File: config.mk
export PLATFORM = sky130hd
export DESIGN_NAME = button_press_classifier
export DESIGN_NICKNAME = d
export VERILOG_FILES = /design/src/rtl/button_press_classifier.sv
export SDC_FILE = /design/constraint.sdc
export NUM_CORES = 1
export LEC_CHECK = 0
export ABC_AREA = 1
export CORE_ASPECT_RATIO = 1.1
export CORE_MARGIN = 1
export CORE_UTILIZATION = 60
export CTS_BUF_LIST = sky130_fd_sc_hd__clkbuf_16
export DETAILED_ROUTE_END_ITERATION = 8
export HOLD_SLACK_MARGIN = 0.02
export PLACE_DENSITY_LB_ADDON = 0.15
export SETUP_SLACK_MARGIN = 0.3
export SLEW_MARGIN = 15
export SYNTH_ARGS = -nofsm -noshare
export SYNTH_HDL_FRONTEND = slang
export SYNTH_SLANG_ARGS = --single-unit
export TNS_END_PERCENT = 5
File: constraint.sdc
create_clock -name clk -period 5.3 [get_ports clk]
set_clock_uncertainty 0.15 [all_clocks]
set_input_delay 0.53 -clock clk [delete_from_list [all_inputs] [get_ports clk]]
set_output_delay 0.53 -clock clk [all_outputs]
set_load 0.005 [all_outputs]
File: src/rtl/button_press_classifier.sv
// Button gesture classifier: turns a debounced button level into single-cycle
// press / short_click / double_click / long_press / repeat_tick event pulses.
module button_press_classifier #(
   parameter int unsigned ACTIVE_LOW    = 1,
   parameter int unsigned LONG_CYCLES   = 50_000_000,
   parameter int unsigned DCLICK_CYCLES = 12_500_000,
   parameter int unsigned REPEAT_CYCLES = 10_000_000
) (
   input  logic clk,
   input  logic reset,
   input  logic d,
   output logic press,
   output logic short_click,
   output logic double_click,
   output logic long_press,
   output logic repeat_tick,
   output logic held,
   output logic busy
);

   localparam int unsigned MAX_LD = (LONG_CYCLES > DCLICK_CYCLES) ? LONG_CYCLES : DCLICK_CYCLES;
   localparam int unsigned MAX_C  = (MAX_LD > REPEAT_CYCLES) ? MAX_LD : REPEAT_CYCLES;
   localparam int unsigned TW     = $clog2(MAX_C + 1);

   localparam logic [TW-1:0] LONG_LAST   = TW'(LONG_CYCLES - 1);
   localparam logic [TW-1:0] DCLICK_LAST = TW'(DCLICK_CYCLES - 1);
   localparam logic [TW-1:0] REPEAT_LAST = (REPEAT_CYCLES == 0) ? '0 : TW'(REPEAT_CYCLES - 1);
   localparam logic          REPEAT_ON   = (REPEAT_CYCLES != 0);
   localparam logic          POL         = (ACTIVE_LOW != 0);

   localparam logic [2:0] IDLE      = 3'd0;
   localparam logic [2:0] PRESS1    = 3'd1;
   localparam logic [2:0] WAIT2     = 3'd2;
   localparam logic [2:0] PRESS2    = 3'd3;
   localparam logic [2:0] LONG_HELD = 3'd4;

   logic          p, p_q, rise, fall;
   logic [2:0]    state_q, state_d;
   logic [TW-1:0] timer_q, timer_d;
   logic          press_d, short_d, dbl_d, long_d, rep_d;

   assign p    = d ^ POL;
   assign rise = p & ~p_q;
   assign fall = ~p & p_q;

   // Next-state, timer and event decisions; timer is cleared on every state entry
   always_comb begin
      state_d = state_q;
      timer_d = timer_q;
      press_d = 1'b0;
      short_d = 1'b0;
      dbl_d   = 1'b0;
      long_d  = 1'b0;
      rep_d   = 1'b0;
      case (state_q)
         IDLE: begin
            if (rise) begin
               press_d = 1'b1;
               timer_d = '0;
               state_d = PRESS1;
            end
         end
         PRESS1: begin
            timer_d = timer_q + TW'(1);
            // Release wins over a coincident long-press expiry
            if (fall) begin
               timer_d = '0;
               state_d = WAIT2;
            end else if (p && timer_q == LONG_LAST) begin
               long_d  = 1'b1;
               timer_d = '0;
               state_d = LONG_HELD;
            end
         end
         WAIT2: begin
            timer_d = timer_q + TW'(1);
            // A second press wins over a coincident gap expiry
            if (rise) begin
               press_d = 1'b1;
               timer_d = '0;
               state_d = PRESS2;
            end else if (timer_q == DCLICK_LAST) begin
               short_d = 1'b1;
               timer_d = '0;
               state_d = IDLE;
            end
         end
         PRESS2: begin
            if (fall) begin
               dbl_d   = 1'b1;
               timer_d = '0;
               state_d = IDLE;
            end
         end
         LONG_HELD: begin
            if (fall) begin
               timer_d = '0;
               state_d = IDLE;
            end else if (REPEAT_ON) begin
               timer_d = timer_q + TW'(1);
               if (timer_q == REPEAT_LAST) begin
                  rep_d   = 1'b1;
                  timer_d = '0;
               end
            end
         end
         default: begin
            timer_d = '0;
            state_d = IDLE;
         end
      endcase
   end

   // State, timer, edge history and registered outputs
   always_ff @(posedge clk) begin
      if (reset) begin
         state_q      <= IDLE;
         timer_q      <= '0;
         // Absorb a button held through reset so it produces no press
         p_q          <= p;
         press        <= 1'b0;
         short_click  <= 1'b0;
         double_click <= 1'b0;
         long_press   <= 1'b0;
         repeat_tick  <= 1'b0;
         held         <= 1'b0;
         busy         <= 1'b0;
      end else begin
         state_q      <= state_d;
         timer_q      <= timer_d;
         p_q          <= p;
         press        <= press_d;
         short_click  <= short_d;
         double_click <= dbl_d;
         long_press   <= long_d;
         repeat_tick  <= rep_d;
         held         <= p;
         busy         <= (state_d != IDLE);
      end
   end

endmodule

# Word level (Yosys, flattened, before mapping)
# Cells that the tools add are included.
word_totals:
  in_bits: 3
  rom_bits: 0
  output_inout_bits: 7
  memories: 0
  regBits: 37
  latch_bits: 0
  elab_cells: 61
  mem_bits_rw: 0
classes:
  muxes: 21
  n_shift: 0
  reduce_logical: 11
  bitwise: 9
  multipliers: 0
  n_div: 0
  order_cmp: 0
  add_sub_neg: 1
  eq_ne: 9
op_table:
  columns: ["operator", "count"]
  rows:
  - ["26-bit two-way mux", 8]
  - ["26-bit one-hot mux with 5 select lines", 1]
  - ["26-bit by 24-bit == test with 1-bit output, second input constant", 2]
  - ["26-bit by 1-bit adder with 26-bit output, second input constant", 1]
  - ["26-bit == test, second input constant", 1]
  - ["3-bit two-way mux", 6]
  - ["3-bit one-hot mux with 4 select lines", 1]
  - ["3-bit OR reduction", 3]
  - ["2-bit OR reduction", 4]
  - ["1-bit NOT", 7]
  - ["3-bit by 2-bit == test with 1-bit output, second input constant", 2]
  - ["1-bit two-way mux", 5]
  - ["2-bit inequality test, second input constant", 2]
  - ["3-bit by 1-bit == test with 1-bit output, second input constant", 1]
  - ["3-bit == test, second input constant", 1]
  - ["3-bit zero test", 1]
  - ["3-bit nonzero test", 1]
  - ["1-bit bitwise AND", 2]
  - ["2-bit AND reduction", 1]
  - ["1-bit logical AND", 1]

# Depth between registers and ports, before layout
# Gate-level depths: netlist of run 1.
logic_depth:
  ltp_word: 6
  depth_mapped: 11
  ltp_nobuf: 11

# Worst setup path after synthesis of run 1
# No wires, ideal clock.
synth_path:
  path_type: "reg2reg"
  start: "register timer_q[0]"
  end: "register timer_q[10]"
  setup_ps: 117
  arrival_time_ps: 1496
  n_path_buf: 1
  path_slack_ps: 3537
  period_less_slack_ps: 1763
  path_stages_with_launch: 12
  required_ps: 5033
  cell_sequence: "dfxtp_1 > ha_1 > nand2_2 > nor2_4 > nand2_1 > nor2_1 > nand2_1 > nand2_1 > nand4_4 > nand2_4 > buf_6 > nor2_1"
synth_between:
  elab_chain_len: 5
  elab_cells_between_ends: 12
  classes_between: "add/sub (1); eq/ne (3); mux (7); reduce/logical (1)"
synth_rtl:
  columns: ["item", "line_no", "source"]
  rows:
  - ["start, declared", "39", "logic [TW-1:0] timer_q, timer_d;"]
  - ["start signal, assigned", "130", "timer_q <= timer_d;"]
  - ["parallel branches: the longest is 4 deep, another holds 26-bit by 1-bit adder with 26-bit output", null, null]
  - ["26-bit one-hot mux with 5 select lines *", "55", "case (state_q)"]
# Mark *: on every way between the ends.
# A chain may end at the register's enable or synchronous reset.

# Worst setup path in the final report of run 1
layout_path:
  start: "input port d"
  end: "register timer_q[17]"
layout_between:
  elab_chain_len: 5
  elab_cells_between_ends: 12
  classes_between: "eq/ne (2); mux (5); bitwise (3); reduce/logical (2)"
layout_rtl:
  columns: ["item", "line_no", "source"]
  rows:
  - ["start, declared", "11", "input logic d,"]
  - ["1-bit NOT (no line)", null, null]
  - ["1-bit logical AND", "69", "end else if (p && timer_q == LONG_LAST) begin"]
  - ["26-bit two-way mux", "69", null]
  - ["26-bit two-way mux", "66", "if (fall) begin"]
  - ["26-bit one-hot mux with 5 select lines", "55", null]
# Parallel ways exist; a longest one is shown, timed or not.

==> results.yml, run 1 <==
placement:
  gp_congestion: 1.03
  dp_hpwl_microns: 3680
  dpl-instance-area_sq_um: 2140
  place_inst: 359
  post-place-ws_ns: 2.55
  io_buffers: 9
critical_path:
  cpMostUsedCell: "nand2_1"
  cp_max_fo: 17
  critPathCaptureType: "flip-flop"
  crit_start: "d"
  cpPeakStageDelay_ns: 0.51
  crit_arrival_ns: 2.48
  cp_cell_sequence: "clkdlybuf4s50_1, nand2_1, nand4_2, nand2_1, inv_1, nand4_4, nand2_4, nor2_1"
  crit_slowest_cell: "clkdlybuf4s50_1"
  worst_setup_path_start_kind: "input port"
  crit_required_ns: 5.31
  r2r-start: "state_q[0]$_SDFF_PP0_"
  worstSetupPathType: "in2reg"
min_path:
  hold_path.class: "reg2reg"
  hp-start: "timer_q[4]$_SDFFE_PP0P_"
yosys:
  ys_top_cells_by_area: "dfxtp_1, nand2_1, nor2_1, inv_1, nand3_1"
  yosysTopAreaCell: "dfxtp_1"
  netlist_area_sq_um: 2030
  synthArstFlopShare: 0
  synth_top_area_share: 0.365
  ys.flop_type: "dfxtp_1"
  yosysWarnings: 0
  syn_avg_cell_area_sq_um: 6.36
  yosysSeqAreaShare: 0.365
  synth_edf_count: 0
  ys_types: 29
  synth_seq_cells: 37
  syn_inst: 319
  synth_fp_nets: 323
finish:
  drive_gt1_frac: 0.0571
  reg.largest.list: "timer_q (26), state_q (3)"
  top_register: "timer_q"
  final_common_cell: "nand2_1"
  layout_common_cells: "nand2_1, nor2_1, inv_1"
  final_area_sq_um: 2280
  multiInputGateArea_sq_um: 1110
  area_growth_pct: 12.3
  fin_cells: 367
  fin_util: 0.729
  seqCellArea_sq_um: 741
  largest_reg_flops: 26
  fin_nets: 336
  nFillCells: 265
  insertedDiodeCount: 0
clock_network:
  cts_tree: "yes"
  cts_buffer_depth: 2
  clk_pin_slew_ns: 0.05
  clkSinkCount: 37
  ctsResizeCount: 0
  hold_buffers: 0
  post-cts-setup-buffers: 0
  clk_root_buffer_cell: "clkbuf_16"
  cts_inserted_buffers: 5
  insertion_delay_ns: 0.27
  htree_levels: 2
power:
  p_leak_nw: 0.918
  power.total_mw: 0.593
  p_per_area_nw_per_um2: 260
  peakVddDrop_mv: 0.193
detailed_routing:
  drc_errors: 0
  first_pass_iters: 4
  ant_nets: 0
  first_iter_violations: 126
  finalWirelength_microns: 4960
  viasPerCell: 5.51
  vias: 2021
  wl_per_cell_microns: 13.5
timing:
  rsz0062_at_grt: "false"
  hold_slack_ns: 0.342
  setup_viol: 0
  period_needed_ns: 2.47
  finalCritPeriodShare: 0.465
  slew_headroom: 0.666
  fmax_mhz: 405
  fin_ws_ns: 2.83
  max_slew.worst_pin.slew_ns: 0.499
  finalHoldViolations: 0
  timing_max_transition_violations_final: 0
  tns_ns: 0
die:
  die_area_sq_um: 3620
  io_pins: 10
  core_sq_um: 3130
  rows: 21
  die_h_microns: 63.0
  die_w_microns: 57.5
  start_util: 0.649
status:
  outcome: "finished, final reports clean"
global_routing:
  grtUsageMet1: 0.375
  grt_util_met3: 0.0663
  grt_antenna_before_repair: 0
  grtUsageMet2: 0.484
  gr-max-usage-layer: "met2"
  grt_usage: 0.294
  grt-ovfl-total: 0
  grt_max_degree: 18
  grt_pass1_vias: 1836
  grt_pass1_wl_microns: 8240
flow_run:
  timing.max_cap.violations: 0
## cell usage after synthesis (2+ instances only)
library cell	instances
nand2_2	4
nand3_1	25
a21oi_1	8
nand2_1	81
nand4_1	7
o21ai_0	7
dfxtp_1	37
nor3_1	8
xor2_1	8
or2_2	2
o21bai_1	2
inv_1	40
nor2_1	74
## final timing paths
kind	endpoint	slack, ns	cells past startpoint
max	timer_q[17]$_SDFFE_PP0P_	2.83	8
min	timer_q[4]$_SDFFE_PP0P_	0.34	2
max reg2reg	timer_q[17]$_SDFFE_PP0P_	3.22	7
min reg2reg	timer_q[4]$_SDFFE_PP0P_	0.34	2
## per-layer routing
metal  part of all wire  up-vias
li1                   -     1023
met5                  0        -
met1               0.42      891
met2               0.46      100
met4              0.018        0
met3              0.097        7
## cell type report
| type | count | area share |
|---|---|---|
| inverters | 42 | 0.0692 |
| flip-flops and latches | 37 | 0.325 |
| multi-input cells | 237 | 0.488 |
| well taps | 34 | 0.0187 |
| clock buffers | 5 | 0.0549 |
| clock inverters | 3 | 0.00494 |
| repair buffers | 9 | 0.0395 |
## logic make-up (layout without fill, tap and decap cells)
| kind of cell | after synthesis | in the layout | share of synthesized area |
|---|---|---|---|
| flops | 37 | 37 | 0.365 |
| fa+ha+maj | 1 | 1 | 0.00616 |
| buf+inv | 45 | 59 | 0.0875 |
| xor+xnor | 9 | 9 | 0.0388 |
| compound gates | 18 | 18 | 0.0475 |
| simple gates | 209 | 209 | 0.455 |
## worst max-delay path, delay by kind of cell
| family | cells | cell delay [ns] |
|---|---|---|
| AND/OR/NAND/NOR | 6 | 1.02 |
| buffers and inverters | 2 | 0.91 |
## power by group
part	switching, mW	internal, mW	total, mW
Sequential	0.00261	0.282	0.284
Clock	0.103	0.169	0.272
Combinational	0.0249	0.0112	0.0361
Total	0.131	0.462	0.593
Note: power is estimated with default switching activity, not from simulation.
==> inputs of run 2 (changes only) <==
--- a/config.mk
+++ b/config.mk
@@ -8,7 +8,7 @@
 export ABC_AREA = 1
 export CORE_ASPECT_RATIO = 1.1
 export CORE_MARGIN = 1
-export CORE_UTILIZATION = 60
+export CORE_UTILIZATION = 53
 export CTS_BUF_LIST = sky130_fd_sc_hd__clkbuf_16
 export DETAILED_ROUTE_END_ITERATION = 8
 export HOLD_SLACK_MARGIN = 0.02
==> constraint.sdc (replaced) <==
create_clock -name clk -period 2.25 [get_ports clk]
set_clock_uncertainty 0.15 [all_clocks]
set_input_delay 0.225 -clock clk [delete_from_list [all_inputs] [get_ports clk]]
set_output_delay 0.225 -clock clk [all_outputs]
set_load 0.005 [all_outputs]
==> run 2 against run 1 <==
  * Core utilization decreased by 5.8 points
  * Combinational power increased to 3.2 times the previous value
  * Routed wire length rose by 7.6%
  * Global-route usage is 0.15 points higher
  * Non-clock buffer count increased by 7
  * Clock power increased by 140%
  * Count of clock-buffer cells in the layout unchanged
  * Sequential power is 140% higher
  * Register-to-register slack lost 2.9 ns
  * Sequential share of layout area decreased by 1.9 points
  * Total power grew 140%
  * Flip-flop and latch count unchanged
  * Largest cell class unchanged
  * Largest power group unchanged
==> results.yml, run 2 (synthesis results as in run 1) <==
finish:
  top_register: "timer_q"
  nFillCells: 334
  insertedDiodeCount: 0
  drive_gt1_frac: 0.126
  largest_reg_flops: 26
  fin_util: 0.670
  area_growth_pct: 20.7
  reg.largest.list: "timer_q (26), state_q (3)"
  fin_nets: 345
  layout_common_cells: "nand2_1, nor2_1, inv_1"
  final_common_cell: "nand2_1"
critical_path:
  critPathCapture: "timer_q[8]$_SDFFE_PP0P_"
  critPathCaptureType: "flip-flop"
  cp_max_fo: 8
  r2r_end: "timer_q[8]$_SDFFE_PP0P_"
  r2r_cells: 9
  worstSetupPathType: "reg2reg"
  crit_required_ns: 2.27
  r2r-start: "timer_q[13]$_SDFFE_PP0P_"
  ff2ff_setup_slack_ns: 0.34
  crit_arrival_ns: 1.93
  crit_start: "timer_q[13]$_SDFFE_PP0P_"
  worst_setup_path_start_kind: "flip-flop"
placement:
  gp_congestion: 0.947
  dp_hpwl_microns: 3700
  io_buffers: 9
status:
  outcome: "finished, final reports clean"
detailed_routing:
  first_pass_iters: 4
  viasPerCell: 5.23
  vias: 2043
  first_iter_violations: 208
  drc_errors: 0
  wl_per_cell_microns: 13.6
  ant_nets: 0
  finalWirelength_microns: 5340
power:
  p_clk_frac: 0.449
  p_comb_frac: 0.082
  p_per_area_nw_per_um2: 583
  seq_power_share: 0.469
  power.total_mw: 1.43
  p_int_mw: 1.10
  p_sw_frac: 0.230
  peakVddDrop_mv: 0.323
  p_leak_nw: 0.958
  power.switching_mw: 0.328
timing:
  setup_viol: 0
  rsz0062_at_grt: "true"
  tns_ns: 0
  finalHoldViolations: 0
  finalCritPeriodShare: 0.849
  fmax_mhz: 523
  max_slew.worst_pin.slew_ns: 0.522
  timing_max_transition_violations_final: 0
  period_needed_ns: 1.91
  slew_headroom: 0.650
die:
  rows: 23
  die_area_sq_um: 4080
  start_util: 0.555
  io_pins: 10
  die_w_microns: 61
  die_h_microns: 66.9
  core_sq_um: 3650
clock_network:
  cts_tree: "yes"
  insertion_delay_ns: 0.28
  clk_root_buffer_cell: "clkbuf_16"
  cts_inserted_buffers: 5
  clk_pin_slew_ns: 0.05
  clkSinkCount: 37
  hold_buffers: 0
  cts_buffer_depth: 2
  htree_levels: 2
global_routing:
  grt_pass1_vias: 1868
  grt-ovfl-total: 0
  grt_pass1_wl_microns: 8620
  grt_usage: 0.296
  grt_max_degree: 13
  grt_antenna_before_repair: 0
min_path:
  hold_path.class: "reg2reg"
flow_run:
  timing.max_cap.violations: 0
[run 2: cell count changes in the layout (fill, tap and decap cells not counted), moves of 2 or more]
cell     delta
dfxtp_4     +2
inv_1       -2
nand2_4     +3
nor2_1      -7
buf_4       +7
nand2_2     +2
nor2_2      +6
nand2_1     -4
dfxtp_1     -3
[run 2: layout make-up]
cell class | instances | area, sq um | share of cell area
inverter | 42 | 158 | 0.0644
clock inverter | 2 | 7.51 | 0.00306
sequential | 37 | 749 | 0.306
timing repair buffer | 16 | 143 | 0.0582
clock buffer | 5 | 125 | 0.0511
multi-input combinational | 239 | 1200 | 0.492
tap | 50 | 62.6 | 0.0255
[run 2: how the worst min path moves through the flow]
stage                                    endpoint  cells after the start                     from  slack (ns)
final                     timer_q[4]$_SDFFE_PP0P_                      2  timer_q[4]$_SDFFE_PP0P_        0.33
after global routing      timer_q[4]$_SDFFE_PP0P_                      2  timer_q[4]$_SDFFE_PP0P_        0.37
after CTS                 timer_q[1]$_SDFFE_PP0P_                      2  timer_q[1]$_SDFFE_PP0P_        0.33
after detailed placement  timer_q[4]$_SDFFE_PP0P_                      2  timer_q[4]$_SDFFE_PP0P_        0.33
after global placement    timer_q[4]$_SDFFE_PP0P_                      2  timer_q[4]$_SDFFE_PP0P_        0.32
after floorplan                   held$_SDFF_PP0_                      1                        d        0.15
[run 2: timing repair]
action / in CTS / in global routing
setup buffers: 0 / 3
cloned: 2 / 0
resized for setup: 8 / 15
endpoints found under the hold margin: 0 / 0
setup endpoints to repair: 20 / 22
pin swaps: 6 / 6
[run 2: worst max-delay path: stages, from the launching register on]
cell and delay, ns:
dfxtp_1 0.42, nand2_1 0.13, nor2_2 0.16, nand2_1 0.08, nor2_1 0.13, nand2_1 0.11
nand2_4 0.13, nand4_4 0.22, nand2_4 0.21, nor2_1 0.06
[run 2: power by group through the flow]
stage          sequential [mW]  clock (mW)  combinational [mW]
6_report                 0.670       0.642               0.117
5_1_grt                  0.671       0.678               0.128
4_1_cts                  0.671       0.654               0.109
3_5_place_dp             0.684           0              0.0923
3_3_place_gp             0.684           0              0.0919
2_1_floorplan            0.683           0              0.0608
[run 2: routing by layer]
layer	track usage	share of wire	vias to the layer above	routed length [microns]
met5	0	0	-	0
met4	0.145	0.036	0	190
met3	0.0680	0.052	18	279
met2	0.485	0.48	69	2540
met1	0.357	0.44	913	2330
li1	-	-	1043	-
[run 2: per-stage QoR]
stage          instances  hold WS (ns)  worst slack [ns]  cell area (sq um)
2_1_floorplan        319         0.147             0.487               2030
3_3_place_gp         379         0.318             0.207               2190
3_5_place_dp         379         0.327             0.141               2190
4_1_cts              388         0.331             0.302               2380
5_1_grt              391         0.367             0.227               2450
6_report             391         0.334             0.339               2450
